`config.mk`:
```
export PLATFORM = sky130hd
export DESIGN_NAME = sha256_round_ctrl
export DESIGN_NICKNAME = d
export VERILOG_FILES = /design/src/rtl/sha256_round_ctrl.sv
export SDC_FILE = /design/constraint.sdc
export NUM_CORES = 2
export LEC_CHECK = 0
export CORE_AREA = 2 2 353 355
export CTS_CLUSTER_DIAMETER = 80
export DETAILED_ROUTE_END_ITERATION = 6
export DIE_AREA = 0 0 355 357
export PLACE_DENSITY = 0.65
export SYNTH_ARGS = -nofsm -noshare
export SYNTH_HDL_FRONTEND = slang
export SYNTH_SLANG_ARGS = --single-unit
```
`constraint.sdc`:
```
create_clock -name clk -period 6.2 [get_ports clk]
set_input_delay 0.62 -clock clk [delete_from_list [all_inputs] [get_ports clk]]
set_output_delay 0.62 -clock clk [all_outputs]
set_load 0.02 [all_outputs]
```
`src/rtl/sha256_round_ctrl.sv`:
```
// sha256_round_ctrl
//   Sequences one SHA-256 compression per 16-word message block. It feeds an
//   external one-round-per-cycle round unit, then folds the round unit's
//   final working variables into the chained hash state H0..H7.
//   Ports:
//     clk, rst_n           clock; asynchronous active-low reset
//     init                 pulse: load the SHA-256 IV (accepted in IDLE/LOAD only)
//     msg_valid/msg_data   message words W0..W15; msg_ready is the handshake
//     busy, done           busy spans KICK..CAPTURE; done pulses when digest updates
//     digest               {H0..H7}, with H0 in the MSBs
//     ru_run               start pulse to the round unit, high in KICK
//     ru_delay             round-unit start delay, tied to 0
//     ru_init              {a..h} seed for the round unit (the current H)
//     ru_w, ru_k           W_t and K_t for the current round, 0 outside RUN
//     ru_state             {a..h} working variables returned by the round unit
module sha256_round_ctrl #(
  parameter int DATA_W = 32
) (
  input  logic              clk,
  input  logic              rst_n,
  input  logic              init,
  input  logic              msg_valid,
  input  logic [DATA_W-1:0] msg_data,
  output logic              msg_ready,
  output logic              busy,
  output logic              done,
  output logic [255:0]      digest,
  output logic              ru_run,
  output logic [31:0]       ru_delay,
  output logic [255:0]      ru_init,
  output logic [31:0]       ru_w,
  output logic [31:0]       ru_k,
  input  logic [255:0]      ru_state
);

  typedef enum logic [2:0] {IDLE, LOAD, KICK, RUN, CAPTURE, DONE} state_t;

  // Packed so that index 7 is H0, which lands in digest[255:224].
  localparam logic [7:0][31:0] IV = {
    32'h6a09e667, 32'hbb67ae85, 32'h3c6ef372, 32'ha54ff53a,
    32'h510e527f, 32'h9b05688c, 32'h1f83d9ab, 32'h5be0cd19};

  localparam logic [31:0] K [64] = '{
    32'h428a2f98, 32'h71374491, 32'hb5c0fbcf, 32'he9b5dba5, 32'h3956c25b, 32'h59f111f1, 32'h923f82a4, 32'hab1c5ed5,
    32'hd807aa98, 32'h12835b01, 32'h243185be, 32'h550c7dc3, 32'h72be5d74, 32'h80deb1fe, 32'h9bdc06a7, 32'hc19bf174,
    32'he49b69c1, 32'hefbe4786, 32'h0fc19dc6, 32'h240ca1cc, 32'h2de92c6f, 32'h4a7484aa, 32'h5cb0a9dc, 32'h76f988da,
    32'h983e5152, 32'ha831c66d, 32'hb00327c8, 32'hbf597fc7, 32'hc6e00bf3, 32'hd5a79147, 32'h06ca6351, 32'h14292967,
    32'h27b70a85, 32'h2e1b2138, 32'h4d2c6dfc, 32'h53380d13, 32'h650a7354, 32'h766a0abb, 32'h81c2c92e, 32'h92722c85,
    32'ha2bfe8a1, 32'ha81a664b, 32'hc24b8b70, 32'hc76c51a3, 32'hd192e819, 32'hd6990624, 32'hf40e3585, 32'h106aa070,
    32'h19a4c116, 32'h1e376c08, 32'h2748774c, 32'h34b0bcb5, 32'h391c0cb3, 32'h4ed8aa4a, 32'h5b9cca4f, 32'h682e6ff3,
    32'h748f82ee, 32'h78a5636f, 32'h84c87814, 32'h8cc70208, 32'h90befffa, 32'ha4506ceb, 32'hbef9a3f7, 32'hc67178f2};

  state_t            state;
  logic [15:0][31:0] win;   // win[0] is the oldest word, W_t during RUN
  logic [7:0][31:0]  h;
  logic [3:0]        wcnt;
  logic [5:0]        t;
  logic [31:0]       w_new;

  function automatic logic [31:0] sig0(input logic [31:0] x);
    return {x[6:0], x[31:7]} ^ {x[17:0], x[31:18]} ^ (x >> 3);
  endfunction

  function automatic logic [31:0] sig1(input logic [31:0] x);
    return {x[16:0], x[31:17]} ^ {x[18:0], x[31:19]} ^ (x >> 10);
  endfunction

  // W_{t+16} from the sliding window W_t..W_{t+15}.
  assign w_new = sig1(win[14]) + win[9] + sig0(win[1]) + win[0];

  assign msg_ready = (state == IDLE || state == LOAD) && !init;
  assign ru_w      = (state == RUN) ? win[0] : '0;
  assign ru_k      = (state == RUN) ? K[t]   : '0;
  assign ru_delay  = '0;
  assign ru_init   = h;
  assign digest    = h;

  always_ff @(posedge clk or negedge rst_n) begin
    if (!rst_n) begin
      state  <= IDLE;
      win    <= '0;
      h      <= '0;
      wcnt   <= '0;
      t      <= '0;
      busy   <= 1'b0;
      done   <= 1'b0;
      ru_run <= 1'b0;
    end else begin
      case (state)
        IDLE, LOAD: begin
          if (init) begin
            // init wins over a same-cycle word (msg_ready is low then).
            h     <= IV;
            wcnt  <= '0;
            state <= IDLE;
          end else if (msg_valid) begin
            win[wcnt] <= msg_data;
            wcnt      <= wcnt + 4'd1;
            if (wcnt == 4'd15) begin
              state  <= KICK;
              ru_run <= 1'b1;
              busy   <= 1'b1;
            end else begin
              state <= LOAD;
            end
          end
        end
        KICK: begin
          ru_run <= 1'b0;
          t      <= '0;
          state  <= RUN;
        end
        RUN: begin
          win <= {w_new, win[15:1]};
          t   <= t + 6'd1;
          if (t == 6'd63) state <= CAPTURE;
        end
        CAPTURE: begin
          for (int i = 0; i < 8; i++) h[i] <= h[i] + ru_state[32*i +: 32];
          busy  <= 1'b0;
          done  <= 1'b1;
          state <= DONE;
        end
        DONE: begin
          done  <= 1'b0;
          state <= IDLE;
        end
        default: state <= IDLE;
      endcase
    end
  end

endmodule

```
==> metrics <==
status finished with violations; violated checks hold timing; initial antenna violation count 37; VDD IR-drop max 0.1929 mV; global-route wire length before repair 336.5 mm; CP Launch Type register; dpl cell area 60930 sq um; Cells after Synth 6243; CTS hold repair buffers 0; deepest clock path buffer count 3; Yosys reg bits 784; Power, Total 12490 uW; final setup fails 0; H-tree levels 3; largest net degree at the start of global routing 196; Worst Setup Slack post-DPL 865.1 ps; delay-heaviest family, CP compound AO/OA/AOI/OAI gates; Total Routed Length 233.7 mm; Req. time, crit path 6750 ps; type of the worst setup path register to register; placed cell count 8119; Clk Latency, worst-skew pair 690 ps; area taken by multi-input logic gates 29170 sq um; DR WL/cell 28.14 um; f_max 0.1867 GHz; worst flop-to-flop path startpoint win[468]; maxcap violations 0; routability congestion estimate 1.007; Power Density 194.7 nW/um^2; RR Endpoint win[511]; critical path peak fanout 6; Post-synth EDFFs 0; vias 50110; Post-DP HPWL 175.2 mm; Syn Area/Cell 8.498 sq um; initial core utilization 0.4314; clk slew on worst S/H paths 60 ps; Area growth, synth to finish 20.98%; async set-reset flop share out of synthesis 1.000; CTS tree yes; R2R cell count 21; peak per-stage delay on the critical path 640 ps; CTS root buf clkbuf_16; Post-CTS Setup Bufs 0; sw power 3311 uW; # resized after CTS 0; Synth Cell Area 53050 sq um; RSZ-0062 raised after global routing no; endpoint class of the critical path register; Inserted Clock Buffers 92; YS warnings 0; final worst path period share 0.8640; GRT Overall Usage 0.3588; Switching Fraction 0.2650; top_reg_cell synth dfrtp_1; share of cells above drive strength 1 0.04409; Worst path slowest cell o311ai_0; Remaining DRCs 0; Final nets 7241; die width 355 um; Hold WS -10.01 ps; Final Hold Fails 2; Cell Rows 129; total die area 126700 sq um; Via density 6.034; sequential-to-total area share from yosys stat 0.3698; worst reg2reg setup slack 840 ps; crit-path cells xor2_1 -> xnor2_1 -> fa_1 -> fa_1 -> inv_1 -> ha_1 -> inv_1 -> fa_1 -> nor2b_1 -> o21ai_0 -> a21boi_0 -> o21ai_0 -> a21oi_1 -> o21ai_1 -> o311ai_0 -> buf_4 -> nand2_1 -> o2111ai_1 -> a31oi_1 -> xnor2_1 -> o21ai_0; Tmin final 5356 ps; Final Skew 25.82 ps; critical path data arrival time 5900 ps; Pint 9184 uW; Seq pwr share 0.419; core area 123000 sq um; Setup TNS 0 ps; P_leak 0.02771 uW; combinational power share 0.115; vias in the first global route 46870; port buffer count 871; Iter 0 DRT Violations 6050; worst-margin pin slew 1048 ps; Distinct cells, synth 85; Final Slew Violations 0; Buf/Inv on CP 3; DR pass1 iterations 7; Overflow after GRT 0; commonest non-fill, non-tap cell in the layout clkdlybuf4s50_1; Finished Layout Cells 8305; Register Area 19630 sq um; Clock Sinks 784; post-route cell area 64180 sq um; clock power share 0.466; post-route ant nets 0; final worst setup slack 843.5 ps; Worst slew margin 0.3015; IO Count 904; Tightest Hold Check Type input pin to async pin; Die H 357 um; most frequent cells in the layout 870 x clkdlybuf4s50_1, 780 x dfrtp_1, 692 x a21oi_1, 671 x nand2_1, 590 x o21ai_0; fill count 11560
[metal layers]
metal | GRT usage | wire (um)
met3 | 0.1014 | 25350
met1 | 0.4981 | 98720
met5 | 0 | 180
met4 | 0.1545 | 11030
met2 | 0.5211 | 98420
[power by group through the flow]
stage | Combinational (uW) | Sequential (uW) | Clock, uW
3_3_place_gp | 1410 | 5320 | 0
5_1_grt | 1550 | 5230 | 6100
4_1_cts | 1430 | 5230 | 5900
3_5_place_dp | 1420 | 5320 | 0
2_1_floorplan | 757 | 5320 | 0
6_report | 1430 | 5230 | 5830
[per-stage QoR]
step / hold slack [ps] / utilization
after floorplan: 324.4 / -
after global placement: 460.6 / 0.4954
after detailed placement: 465.5 / 0.4954
after CTS: 12.60 / 0.5214
after global routing: 45.49 / 0.5215
final: -10.01 / 0.5218
[layout make-up]
cell class | count | share of cell area
tap | 1637 | 0.03191
clock buffer | 128 | 0.04141
timing repair buffer | 943 | 0.1465
sequential | 784 | 0.3058
multi-input combinational | 4573 | 0.4545
inverter | 182 | 0.01064
clock inverter | 36 | 0.008422
antenna | 22 | 0.0008578
[cell families after synthesis]
family,count (synthesis),synth area share
other,1,0.00007069
and+or+nand+nor,1542,0.1239
AOI/OAI and AO/OA,2240,0.2586
DFF,784,0.3698
muxes,19,0.003891
buffers and inverters,917,0.08530
xor gates and xnor gates,367,0.06059
adders and majority gates,373,0.09788
[Yosys cell counts, drive strengths merged (7+ instances only)]
cell	n	area share
nor2	511	0.036
a31oi	49	0.0062
xnor2	187	0.031
nand2b	39	0.0046
or2	8	0.00094
nor3b	7	0.00099
o311ai	9	0.0016
a32o	8	0.0015
and2	47	0.0055
a21o	150	0.021
nand4	19	0.0022
fa	70	0.026
a22oi	327	0.046
inv	181	0.013
buf	330	0.044
a21oi	700	0.066
a211oi	36	0.0051
o21ai	608	0.057
nand2	679	0.048
o22ai	75	0.0088
a211o	15	0.0025
a311oi	16	0.0026
a22o	11	0.0018
or3	18	0.0021
o21a	34	0.0048
o21bai	39	0.0055
o211ai	28	0.0040
mux2i	15	0.0028
xor2	180	0.030
o31ai	21	0.0030
and3	28	0.0033
nor2b	45	0.0053
clkbuf	405	0.029
dfrtp	784	0.37
nor3	44	0.0042
o22a	19	0.0031
nand3	75	0.0071
ha	303	0.071
a221oi	16	0.0029
[sequential cells by signal (all words and copies together), names as in the netlist]
signal	count
t	6
wcnt	4
win	512
done	1
ru_run	1
busy	1
digest	256
state	3
[worst max-delay path by stage]
stage              from  endpoint  slack, ps  cells past startpoint
6_report       win[468]  win[511]        840                     21
5_1_grt        win[468]  win[511]        470                     21
4_1_cts        win[468]  win[511]        860                     21
3_5_place_dp   win[468]  win[511]        870                     21
3_3_place_gp   win[468]  win[511]        900                     21
2_1_floorplan  win[466]  win[511]       1870                     21
[worst register-to-register path, delay by kind of cell, from the launching register on]
kind,cells,cell delay [ps]
compound gates,9,2020
fa+ha+maj,4,1580
simple gates,2,190
flops,1,480
buf+inv,3,380
xor+xnor,3,560
Note: power is estimated with default switching activity, not from simulation.
